===== src/rtl/mem_read_arbiter_if.sv =====
// Read-port sharing bus between video fetch, secondary reader and instruction memory.
// The slave side belongs to the arbiter. The master side drives requests and memory data.
interface mem_read_arbiter_if #(
  parameter int ADDR_W = 32,
  parameter int DATA_W = 32
);
  logic              vid_req;
  logic [ADDR_W-1:0] vid_addr;
  logic              vid_rvalid;
  logic [DATA_W-1:0] vid_rdata;
  logic              cpu_req;
  logic [ADDR_W-1:0] cpu_addr;
  logic              cpu_gnt;
  logic              cpu_rvalid;
  logic [DATA_W-1:0] cpu_rdata;
  logic              cpu_timeout;
  logic [ADDR_W-1:0] mem_addr;
  logic [DATA_W-1:0] mem_rdata;

  modport slave (
    input  vid_req, vid_addr, cpu_req, cpu_addr, mem_rdata,
    output vid_rvalid, vid_rdata, cpu_gnt, cpu_rvalid, cpu_rdata, cpu_timeout, mem_addr
  );

  modport master (
    output vid_req, vid_addr, cpu_req, cpu_addr, mem_rdata,
    input  vid_rvalid, vid_rdata, cpu_gnt, cpu_rvalid, cpu_rdata, cpu_timeout, mem_addr
  );
endinterface


===== src/rtl/mem_read_arbiter.sv =====
// Fixed-priority arbiter for the instruction_memory read port. Video requests always win.
// Each response comes back two cycles after its request and is tagged to the requester that issued it.
module mem_read_arbiter #(
  parameter int ADDR_W      = 32,
  parameter int DATA_W      = 32,
  parameter int TIMEOUT_CYC = 64,
  parameter int CNT_W       = 16
) (
  input  logic                clk,
  input  logic                rst,
  mem_read_arbiter_if.slave   bus
);
  typedef enum logic [1:0] {OWN_NONE, OWN_VID, OWN_CPU} owner_e;

  localparam logic [CNT_W-1:0] TIMEOUT_V = CNT_W'(TIMEOUT_CYC);

  owner_e            owner_q, owner_d, owner_s2;
  logic [ADDR_W-1:0] mem_addr_q, mem_addr_d;
  logic              gnt_d;
  logic [CNT_W-1:0]  cpu_wait_cnt, cnt_d;
  logic              timeout_q;
  logic              vid_rvalid_q, cpu_rvalid_q;
  logic [DATA_W-1:0] vid_rdata_q, cpu_rdata_q;

  // Slot decision. The memory address holds its last value when no requester is active.
  always_comb begin
    owner_d    = OWN_NONE;
    mem_addr_d = mem_addr_q;
    gnt_d      = 1'b0;
    if (bus.vid_req) begin
      owner_d    = OWN_VID;
      mem_addr_d = bus.vid_addr;
    end else if (bus.cpu_req) begin
      owner_d    = OWN_CPU;
      mem_addr_d = bus.cpu_addr;
      gnt_d      = 1'b1;
    end
  end

  always_comb begin
    cnt_d = cpu_wait_cnt;
    if (!bus.cpu_req || gnt_d)
      cnt_d = '0;
    else if (cpu_wait_cnt != {CNT_W{1'b1}})
      cnt_d = cpu_wait_cnt + CNT_W'(1);
  end

  always_ff @(posedge clk or negedge rst) begin
    if (!rst) begin
      owner_q      <= OWN_NONE;
      owner_s2     <= OWN_NONE;
      mem_addr_q   <= '0;
      cpu_wait_cnt <= '0;
      timeout_q    <= 1'b0;
      vid_rvalid_q <= 1'b0;
      cpu_rvalid_q <= 1'b0;
      vid_rdata_q  <= '0;
      cpu_rdata_q  <= '0;
    end else begin
      owner_q      <= owner_d;
      owner_s2     <= owner_q;
      mem_addr_q   <= mem_addr_d;
      cpu_wait_cnt <= cnt_d;
      // The timeout flag is taken from the next count, so it clears on the edge that grants.
      timeout_q    <= (cnt_d >= TIMEOUT_V);
      vid_rvalid_q <= (owner_s2 == OWN_VID);
      cpu_rvalid_q <= (owner_s2 == OWN_CPU);
      if (owner_s2 == OWN_VID) vid_rdata_q <= bus.mem_rdata;
      if (owner_s2 == OWN_CPU) cpu_rdata_q <= bus.mem_rdata;
    end
  end

  // The grant is masked while reset is held, so every output reads 0 during reset.
  assign bus.cpu_gnt     = gnt_d & rst;
  assign bus.mem_addr    = mem_addr_q;
  assign bus.cpu_timeout = timeout_q;
  assign bus.vid_rvalid  = vid_rvalid_q;
  assign bus.vid_rdata   = vid_rdata_q;
  assign bus.cpu_rvalid  = cpu_rvalid_q;
  assign bus.cpu_rdata   = cpu_rdata_q;
endmodule


===== src/flat_wrapper.sv =====
// flat-port wrapper written by rule: the top's interface ports become plain ports
module mem_read_arbiter_flat 
#(
  parameter int ADDR_W      = 32,
  parameter int DATA_W      = 32,
  parameter int TIMEOUT_CYC = 64,
  parameter int CNT_W       = 16
)
  (clk, rst, bus_vid_req, bus_vid_addr, bus_cpu_req, bus_cpu_addr, bus_mem_rdata, bus_vid_rvalid, bus_vid_rdata, bus_cpu_gnt, bus_cpu_rvalid, bus_cpu_rdata, bus_cpu_timeout, bus_mem_addr);
  mem_read_arbiter_if #(.ADDR_W(ADDR_W), .DATA_W(DATA_W)) bus_i ();
  input  logic clk;
  input  logic rst;
  input wire logic [$bits(bus_i.vid_req)-1:0] bus_vid_req;
  input wire logic [$bits(bus_i.vid_addr)-1:0] bus_vid_addr;
  input wire logic [$bits(bus_i.cpu_req)-1:0] bus_cpu_req;
  input wire logic [$bits(bus_i.cpu_addr)-1:0] bus_cpu_addr;
  input wire logic [$bits(bus_i.mem_rdata)-1:0] bus_mem_rdata;
  output wire logic [$bits(bus_i.vid_rvalid)-1:0] bus_vid_rvalid;
  output wire logic [$bits(bus_i.vid_rdata)-1:0] bus_vid_rdata;
  output wire logic [$bits(bus_i.cpu_gnt)-1:0] bus_cpu_gnt;
  output wire logic [$bits(bus_i.cpu_rvalid)-1:0] bus_cpu_rvalid;
  output wire logic [$bits(bus_i.cpu_rdata)-1:0] bus_cpu_rdata;
  output wire logic [$bits(bus_i.cpu_timeout)-1:0] bus_cpu_timeout;
  output wire logic [$bits(bus_i.mem_addr)-1:0] bus_mem_addr;
  assign bus_i.vid_req = bus_vid_req;
  assign bus_i.vid_addr = bus_vid_addr;
  assign bus_i.cpu_req = bus_cpu_req;
  assign bus_i.cpu_addr = bus_cpu_addr;
  assign bus_i.mem_rdata = bus_mem_rdata;
  assign bus_vid_rvalid = bus_i.vid_rvalid;
  assign bus_vid_rdata = bus_i.vid_rdata;
  assign bus_cpu_gnt = bus_i.cpu_gnt;
  assign bus_cpu_rvalid = bus_i.cpu_rvalid;
  assign bus_cpu_rdata = bus_i.cpu_rdata;
  assign bus_cpu_timeout = bus_i.cpu_timeout;
  assign bus_mem_addr = bus_i.mem_addr;
  mem_read_arbiter #(.ADDR_W(ADDR_W), .DATA_W(DATA_W), .TIMEOUT_CYC(TIMEOUT_CYC), .CNT_W(CNT_W)) u_core (.clk(clk), .rst(rst), .bus(bus_i));
endmodule

===== config.mk =====
export PLATFORM = sky130hd
export DESIGN_NAME = mem_read_arbiter_flat
export DESIGN_NICKNAME = d
export VERILOG_FILES = /design/src/rtl/mem_read_arbiter_if.sv /design/src/rtl/mem_read_arbiter.sv /design/src/flat_wrapper.sv
export SDC_FILE = /design/constraint.sdc
export NUM_CORES = 1
export LEC_CHECK = 0
export ABC_AREA = 0
export BUFFER_PORTS_ARGS = -buffer_cell sky130_fd_sc_hd__buf_2
export CORE_MARGIN = 2
export CORE_UTILIZATION = 45
export CTS_BUF_LIST = sky130_fd_sc_hd__clkbuf_8
export CTS_CLUSTER_SIZE = 14
export DETAILED_ROUTE_END_ITERATION = 6
export PLACE_DENSITY_LB_ADDON = 0.12
export SLEW_MARGIN = 20
export SYNTH_ARGS = -nofsm -noshare
export SYNTH_HDL_FRONTEND = slang
export SYNTH_SLANG_ARGS = --single-unit

===== constraint.sdc =====
create_clock -name clk -period 1.95 [get_ports clk]
set_clock_uncertainty 0.05 [all_clocks]
set_input_delay 0.39 -clock clk [delete_from_list [all_inputs] [get_ports clk]]
set_output_delay 0.39 -clock clk [all_outputs]
set_load 0.01 [all_outputs]

==> Word level (Yosys, flattened, before mapping) <==
Index checks and enable logic that the tools add are counted.
{ "word_totals": {"ff_bits": 119, "latchBits": 0, "ramBits": 0, "mem_bits_ro": 0, "input_bits": 100, "out_inout_bits": 100, "elab_cells": 26, "n_memories": 0} }
{ "op_classes": {"n_addsub": 1, "mul": 0, "div": 0, "n_lt_le_gt_ge": 1, "n_eq_ne": 3, "shift": 0, "n_mux": 8, "bitwise_logic": 1, "reduce_logical": 3} }
{ "ops": {"columns": ["op", "count"], "rows": [
  ["$mux W32", 2],
  ["$mux W16", 2],
  ["$add A16 B1 Y16 const B", 1],
  ["$ge A16 B7 Y1 const B", 1],
  ["$ne A16 B16 Y1 const B", 1],
  ["$mux W2", 2],
  ["$eq A2 B1 Y1 const B", 1],
  ["$eq A2 B2 Y1 const B", 1],
  ["$mux W1", 2],
  ["$reduce_bool A2 Y1", 1],
  ["$and A1 B1 Y1", 1],
  ["$logic_not A1 Y1", 1],
  ["$logic_or A1 B1 Y1", 1]
]} }

==> Logic depth before layout (Yosys ltp) <==
Gate-level depths: netlist of run 1.
{ "depth": {"word_depth": 5, "depth_mapped": 7, "ltp_nobuf": 7} }

==> Least setup slack after synthesis of run 1 <==
Ideal clock, no wire load.
{ "synth_path": {"path_kind": "register to register", "from": "register u_core.cpu_wait_cnt[0]", "to": "register u_core.timeout_q (netlist: u_core.bus.cpu_timeout)", "setup_time_ps": 129, "arrival_time_ps": 1832, "t_required_ps": 1771, "slack_ps": -60, "path_stages_with_launch": 8, "path_buffers": 0, "period_less_slack_ps": 2010, "path_cell_list": "dfrtp_1 -> ha_1 -> nand3_1 -> or2_1 -> o21a_1 -> a211oi_1 -> o21ai_1 -> a2111o_1"} }
{ "synth_via": {"elab_chain_len": 4, "elab_cells_between_ends": 5, "classes_between": "add/sub (1); order compare (1); eq/ne (1); mux (2)"} }
{ "synth_rtl": {"columns": ["item", "line", "source"], "rows": [
  ["start: declaration", "mem_read_arbiter.sv:20", "logic [CNT_W-1:0] cpu_wait_cnt, cnt_d;"],
  ["start signal: assignment", "mem_read_arbiter.sv:63", "cpu_wait_cnt <= cnt_d;"],
  ["$add A16 B1 Y16 or $ne A16 B16 Y1 (tied branches)", "mem_read_arbiter.sv:45, mem_read_arbiter.sv:44", null],
  ["$mux W16 *", "mem_read_arbiter.sv:44", "else if (cpu_wait_cnt != {CNT_W{1'b1}})"],
  ["$mux W16 *", "mem_read_arbiter.sv:42", "if (!bus.cpu_req || gnt_d)"],
  ["$ge A16 B7 Y1 *", "mem_read_arbiter.sv:65", "timeout_q <= (cnt_d >= TIMEOUT_V);"],
  ["end signal: assignment", "mem_read_arbiter.sv:65", null],
  ["end: declaration", "mem_read_arbiter.sv:21", "logic timeout_q;"]
]} }
Every way passes the cells marked *; elsewhere a longest branch is shown, timed or not.
A chain may end at the register's enable or synchronous reset.

==> Final worst setup path of run 1 <==
{ "layout_path": {"from": "register u_core.cpu_wait_cnt[1]", "to": "register u_core.timeout_q (netlist: u_core.bus.cpu_timeout)"} }
{ "layout_via": {"elab_chain_len": 4, "elab_cells_between_ends": 5, "classes_between": "add/sub (1); order compare (1); eq/ne (1); mux (2)"} }
{ "layout_rtl": {"columns": ["item", "line"], "rows": [
  ["$add A16 B1 Y16 or $ne A16 B16 Y1 (tied branches)", "mem_read_arbiter.sv:45, mem_read_arbiter.sv:44"],
  ["$mux W16 *", "mem_read_arbiter.sv:44"],
  ["$mux W16 *", "mem_read_arbiter.sv:42"],
  ["named net u_core.cnt_d[10]", "mem_read_arbiter.sv:20"],
  ["$ge A16 B7 Y1 *", "mem_read_arbiter.sv:65"]
]} }
The timed path passes the listed nets; every way through them passes the cells marked *.

==> out/metrics.cfg, run 1 <==
[synthesis]
synth_area_leaders=dfrtp_1 60%, mux2_2 14%, mux2i_1 7.0%
synth_edf_count=0
synthCells=394
synth_nets=495
syn_area_um2=4990
synth_flop_cell=dfrtp_1
ys_warn_count=0
synth_cell_types=39
yosysSeqAreaShare_pct=59.7
async_flop_share_pct=100
synth_top_area_share_pct=59.7
yosysTopAreaCell=dfrtp_1
syn_area_per_cell_um2=12.7
ys_ff_latch=119

[clock_tree]
clk_path_buf_depth=2
clock-sinks=119
clk_latency_ns=0.42
htree_levels=4
cts_buffers=17
cts_tree=yes
cts_hold_buffers=0
clk_pin_slew_ns=0.07
cts-root-buf=clkbuf_8

[cells_and_area]
design_area_um2=6790
layout_commonest_cell=buf_2
seq_area_um2=2980
nFillCells=874
finalNonFillerCells=774
final_cell_mix=198 x buf_2, 115 x dfrtp_1, 64 x mux2_2
n_antenna_cell=0
finalNetCount=724
area_growth_pct=36.1
multi_input_area_um2=1990
drive_gt1_share_pct=54.7
final_util_pct=62.7

[worst_setup_path]
path_buf_inv=1
slowest_delay_ns=0.42
cp_top_family=compound AO/OA/AOI/OAI gates
crit_arrival_ns=2.18
crit_chain=ha_4 -> nand3_2 -> or2_1 -> buf_6 -> nor2_4 -> o211ai_1 -> o211a_1 -> a2111o_1
critPathRequiredTime_ns=2.20
cp_max_fo=3
crit_path_start_kind=register
worstSetupEndpointType=register
slowest_stage=dfrtp_2
path_class=reg -> reg

[floorplanning]
core_area_um2=10800
rows=38
die_width_um=109
io_pins=200
die_area_um2=11900
die_y_um=109
start_util_pct=46.0

[power]
power.leakage_nw=3.39
total_power_w=0.00586
p_per_area_nw_per_um2=863
ir_worst_vdd_mv=0.404

[sta]
fin_crit_sh_pct=98.9
tightest_slew_ns=0.623
setup_viol=0
rsz0062_at_grt=yes
max_freq_ghz=0.518
period_needed_ns=1.93
hold_viol=0
final-max-slew-violation-count=0
slew_headroom_pct=58.5
tns_ns=0

[global_route]
busiest_layer=met2
grt_remaining_overflow=0
grt_usage_pct=19.7
met2_usage_pct=32.1
grt_pass1_wl_um=18200
grtUsageMet3_pct=6.88
grt_max_degree=120
grt_pass1_vias=3956
use_met1_pct=23.7
grt_antenna_before_repair=0

[place]
placedCellCount=737
dp_hpwl_um=8180
finalWeightedCongestion=0.904
numPortBuffers=199
post_dp_cell_area_um2=6340

[run]
maxCapViolCount=0

[detailed_routing]
vias=3901
wl_um=11600
routedWlPerCell_um=15.0
drt-pass1-iter-count=4
antenna_left=0
viasPerCell=5.04
drc=0
first_iter_violations=254

[outcome]
status=completed

[hold_path]
hold_path_class=in -> async

[sequential cells by signal, indices dropped and copies added, names as in the netlist]
signal	flops
u_core.bus.mem_addr	32
u_core.bus.vid_rdata	32
u_core.bus.cpu_rdata	32
u_core.bus.vid_rvalid	1
u_core.cpu_wait_cnt	16
u_core.owner_q	2
u_core.bus.cpu_rvalid	1
u_core.bus.cpu_timeout	1
u_core.owner_s2	2
[synthesized netlist by cell type (all sizes together), types with 4 or more instances]
master / instances
clkbuf: 19
xor2: 7
mux2i: 35
buf: 4
o21ai: 35
nand3: 8
nand2: 40
nor3: 4
a21oi: 4
nand4: 6
mux2: 64
nor2: 16
nand2b: 4
dfrtp: 119
[final cells by class]
cell class | count | area share, %
Sequential cell | 119 | 43.9
Multi-Input combinational cell | 251 | 29.3
Timing Repair Buffer | 233 | 19.1
Clock buffer | 19 | 3.85
Tap cell | 140 | 2.58
Clock inverter | 11 | 1.27
Inverter | 1 | 0.0553
[worst register-to-register path, cell delays in order, from the launching register on]
cell	delay (ns)
dfrtp_2	0.42
ha_4	0.16
nand3_2	0.08
or2_1	0.26
buf_6	0.14
nor2_4	0.11
o211ai_1	0.11
o211a_1	0.15
a2111o_1	0.34
[logic make-up (layout without fill, tap and decap cells)]
group	after synthesis	after routing	share of synthesized area (%)
muxes	99	99	21.5
and+or+nand+nor	91	91	9.30
buffers and inverters	24	264	1.86
DFF	119	119	59.7
xor gates and xnor gates	10	10	1.75
AOI/OAI and AO/OA	50	50	5.72
adders and majority gates	1	1	0.251
[layer usage]
| layer | vias up | part of all wire [%] |
|---|---|---|
| li1 | 1841 | - |
| met1 | 1892 | 41 |
| met2 | 151 | 50 |
| met3 | 17 | 7.9 |
| met4 | 0 | 1.4 |
| met5 | - | 0 |
[worst paths after layout]
path	slack (ns)	cells past startpoint	startpoint	end
worst min register to register	0.31	0	u_core.owner_q[0]	u_core.owner_s2[0]
min in group clk	0.12	3	bus_vid_addr[14]	u_core.bus.mem_addr[14]
worst max register to register	0.02	8	u_core.cpu_wait_cnt[1]	u_core.bus.cpu_timeout
worst min-delay path	0.01	2	rst	u_core.cpu_wait_cnt[10]
worst max-delay path	0.02	8	u_core.cpu_wait_cnt[1]	u_core.bus.cpu_timeout
max in group asynchronous	1.33	2	rst	u_core.cpu_wait_cnt[0]
[per-stage QoR]
stage                     hold WS [ns]  worst slack, ns
final                           0.0150           0.0206
after global routing            0.0520          -0.0446
after CTS                       0.0617          0.00148
after detailed placement         0.286          -0.0919
after global placement           0.283          -0.0203
after floorplan                 0.0444          0.00194
[power breakdown]
part | internal [W] | switching (W)
Sequential | 0.00275 | 0.000135
Clock | 0.00104 | 0.000921
Combinational | 0.000514 | 0.000502
Total | 0.00431 | 0.00156
[what timing repair did]
action | in CTS | in global routing
gates resized for setup | 5 | 11
endpoints found under the hold margin | 0 | 0
pin swaps | 0 | 11
endpoints found under the setup margin | 1 | 12
buffers inserted | 2 | 5
(Power assumes the default switching activity.)
==> run 2: changes to the inputs <==
--- a/config.mk
+++ b/config.mk
@@ -13,6 +13,7 @@
 export CTS_CLUSTER_SIZE = 14
 export DETAILED_ROUTE_END_ITERATION = 6
 export PLACE_DENSITY_LB_ADDON = 0.12
+export RECOVER_POWER = 25
 export SLEW_MARGIN = 20
 export SYNTH_ARGS = -nofsm -noshare
 export SYNTH_HDL_FRONTEND = slang
==> out/metrics.cfg, run 2 (synthesis results as in run 1) <==
[cells_and_area]
drive_gt1_share_pct=54.4  ; -0.32 points
layout_commonest_cell=buf_2
nFillCells=877  ; +0.34%
area_growth_pct=36.0  ; about the same
n_antenna_cell=0  ; unchanged
final_cell_mix=197 x buf_2, 115 x dfrtp_1, 64 x mux2_2
design_area_um2=6790  ; about the same
finalNetCount=724  ; unchanged

[clock_tree]
cts_hold_buffers=0  ; unchanged
cts_tree=yes
htree_levels=4  ; unchanged
clock-sinks=119  ; unchanged
cts-root-buf=clkbuf_8
clk_path_buf_depth=2  ; unchanged
clk_pin_slew_ns=0.07  ; about the same
cts_buffers=17  ; unchanged
clk_latency_ns=0.42  ; about the same

[hold_path]
hold_path_class=in -> reg

[sta]
setup_viol=0  ; unchanged
tightest_slew_ns=0.622  ; -0.000191 ns
slew_headroom_pct=58.5  ; about the same
max_freq_ghz=0.518  ; about the same
whs_ns=0.120  ; +0.105 ns
fin_crit_sh_pct=99.0  ; about the same
final-max-slew-violation-count=0  ; unchanged
hold_viol=0  ; unchanged
rsz0062_at_grt=yes
period_needed_ns=1.93  ; +0.00109 ns

[floorplanning]
core_area_um2=10800  ; unchanged
start_util_pct=46.0  ; unchanged
io_pins=200  ; unchanged
rows=38  ; unchanged
die_width_um=109  ; unchanged
die_area_um2=11900  ; unchanged
die_y_um=109  ; unchanged

[global_route]
grt_pass1_vias=3956  ; unchanged
grt_pass1_wl_um=18200  ; unchanged
grt_remaining_overflow=0  ; unchanged
grt_max_degree=120  ; unchanged
grt_antenna_before_repair=1  ; +1
grt_usage_pct=19.7  ; unchanged

[detailed_routing]
wl_um=11600  ; -0.11%
vias=3911  ; +0.26%
viasPerCell=5.05  ; +0.26%
first_iter_violations=254  ; unchanged
routedWlPerCell_um=15.0  ; -0.11%
antenna_left=0  ; unchanged
drc=0  ; unchanged
drt-pass1-iter-count=4  ; unchanged

[worst_setup_path]
rrSetupSlack_ns=0.02  ; about the same
cp_max_fo=3  ; unchanged
path_class=reg -> reg
crit_arrival_ns=2.18  ; about the same
crit_path_start_kind=register
crit_end=u_core.bus.cpu_timeout
crit_start=u_core.cpu_wait_cnt[1]
worstSetupEndpointType=register
reg2reg_from=u_core.cpu_wait_cnt[1]
r2r-end=u_core.bus.cpu_timeout
critPathRequiredTime_ns=2.20  ; about the same
r2r_cells=8  ; unchanged

[place]
dp_hpwl_um=8180  ; unchanged
finalWeightedCongestion=0.904  ; unchanged
post_dp_cell_area_um2=6340  ; unchanged
numPortBuffers=199  ; unchanged

[run]
maxCapViolCount=0  ; unchanged

[power]
power.leakage_nw=3.39  ; -0.19%
ir_worst_vdd_mv=0.404  ; about the same
p_per_area_nw_per_um2=863  ; about the same

[outcome]
status=completed

## run 2: changes by cell type in the layout (fill, tap and decap cells not counted)
cell and change:
buf_4 -1, clkbuf_1 +2, buf_2 -1
## run 2: report_power, final
| group | internal, W | switching, W | total [W] |
|---|---|---|---|
| logic | 0.000512 | 0.000503 | 0.00101 |
| registers | 0.00275 | 0.000135 | 0.00289 |
| clock network | 0.00104 | 0.000920 | 0.00196 |
| total | 0.00430 | 0.00156 | 0.00586 |
## run 2: worst min path at each step
| stage | cells past startpoint | from | to | slack (ns) |
|---|---|---|---|---|
| floorplan | 0 | rst | u_core.bus.cpu_rdata[0] | 0.04 |
| global placement | 0 | u_core.owner_q[0] | u_core.owner_s2[0] | 0.28 |
| detailed placement | 0 | u_core.owner_q[0] | u_core.owner_s2[0] | 0.29 |
| CTS | 2 | rst | u_core.cpu_wait_cnt[5] | 0.06 |
| global route | 3 | bus_vid_addr[28] | u_core.bus.mem_addr[28] | 0.11 |
| finish | 3 | bus_vid_addr[14] | u_core.bus.mem_addr[14] | 0.12 |
## run 2: routing by layer
| metal | vias up | track usage (%) | part of all wire (%) |
|---|---|---|---|
| met3 | 21 | 6.88 | 8.1 |
| met4 | 2 | 8.23 | 1.6 |
| met1 | 1885 | 23.7 | 41 |
| li1 | 1841 | - | - |
| met2 | 162 | 32.1 | 49 |
| met5 | - | 0 | 0.11 |
## run 2: final cells by class
class / count / area [um2] / area share (%)
Clock buffer: 19 / 262 / 3.85
Clock inverter: 11 / 86.3 / 1.27
Sequential cell: 119 / 2980 / 43.9
Multi-Input combinational cell: 251 / 1990 / 29.3
Tap cell: 140 / 175 / 2.58
Timing Repair Buffer: 233 / 1290 / 19.0
Inverter: 1 / 3.75 / 0.0553
## run 2: worst max-delay path: stages (launching register included)
cell	delay [ns]
dfrtp_2	0.42
ha_4	0.16
nand3_2	0.08
or2_1	0.26
buf_6	0.13
nor2_4	0.10
o211ai_1	0.11
o211a_1	0.15
a2111o_1	0.34
## run 2: timing repair
item	CTS	global route
endpoints found under the hold margin	0	0
gates resized for setup	5	11
buffers inserted	2	5
pin swaps	0	11
endpoints found under the setup margin	1	12
## run 2: per-stage QoR
step,util [%],cells,setup WS [ns],TNS (ns),total power (W)
after global placement,58.5,737,-0.0203,-0.0203,0.00393
after CTS,61.9,769,0.00148,0,0.00594
after detailed placement,58.5,737,-0.0919,-0.0919,0.00396
final,62.6,774,0.0195,0,0.00586
after global routing,62.6,774,-0.0446,-0.0749,0.00617
after floorplan,-,394,0.00194,0,0.00342
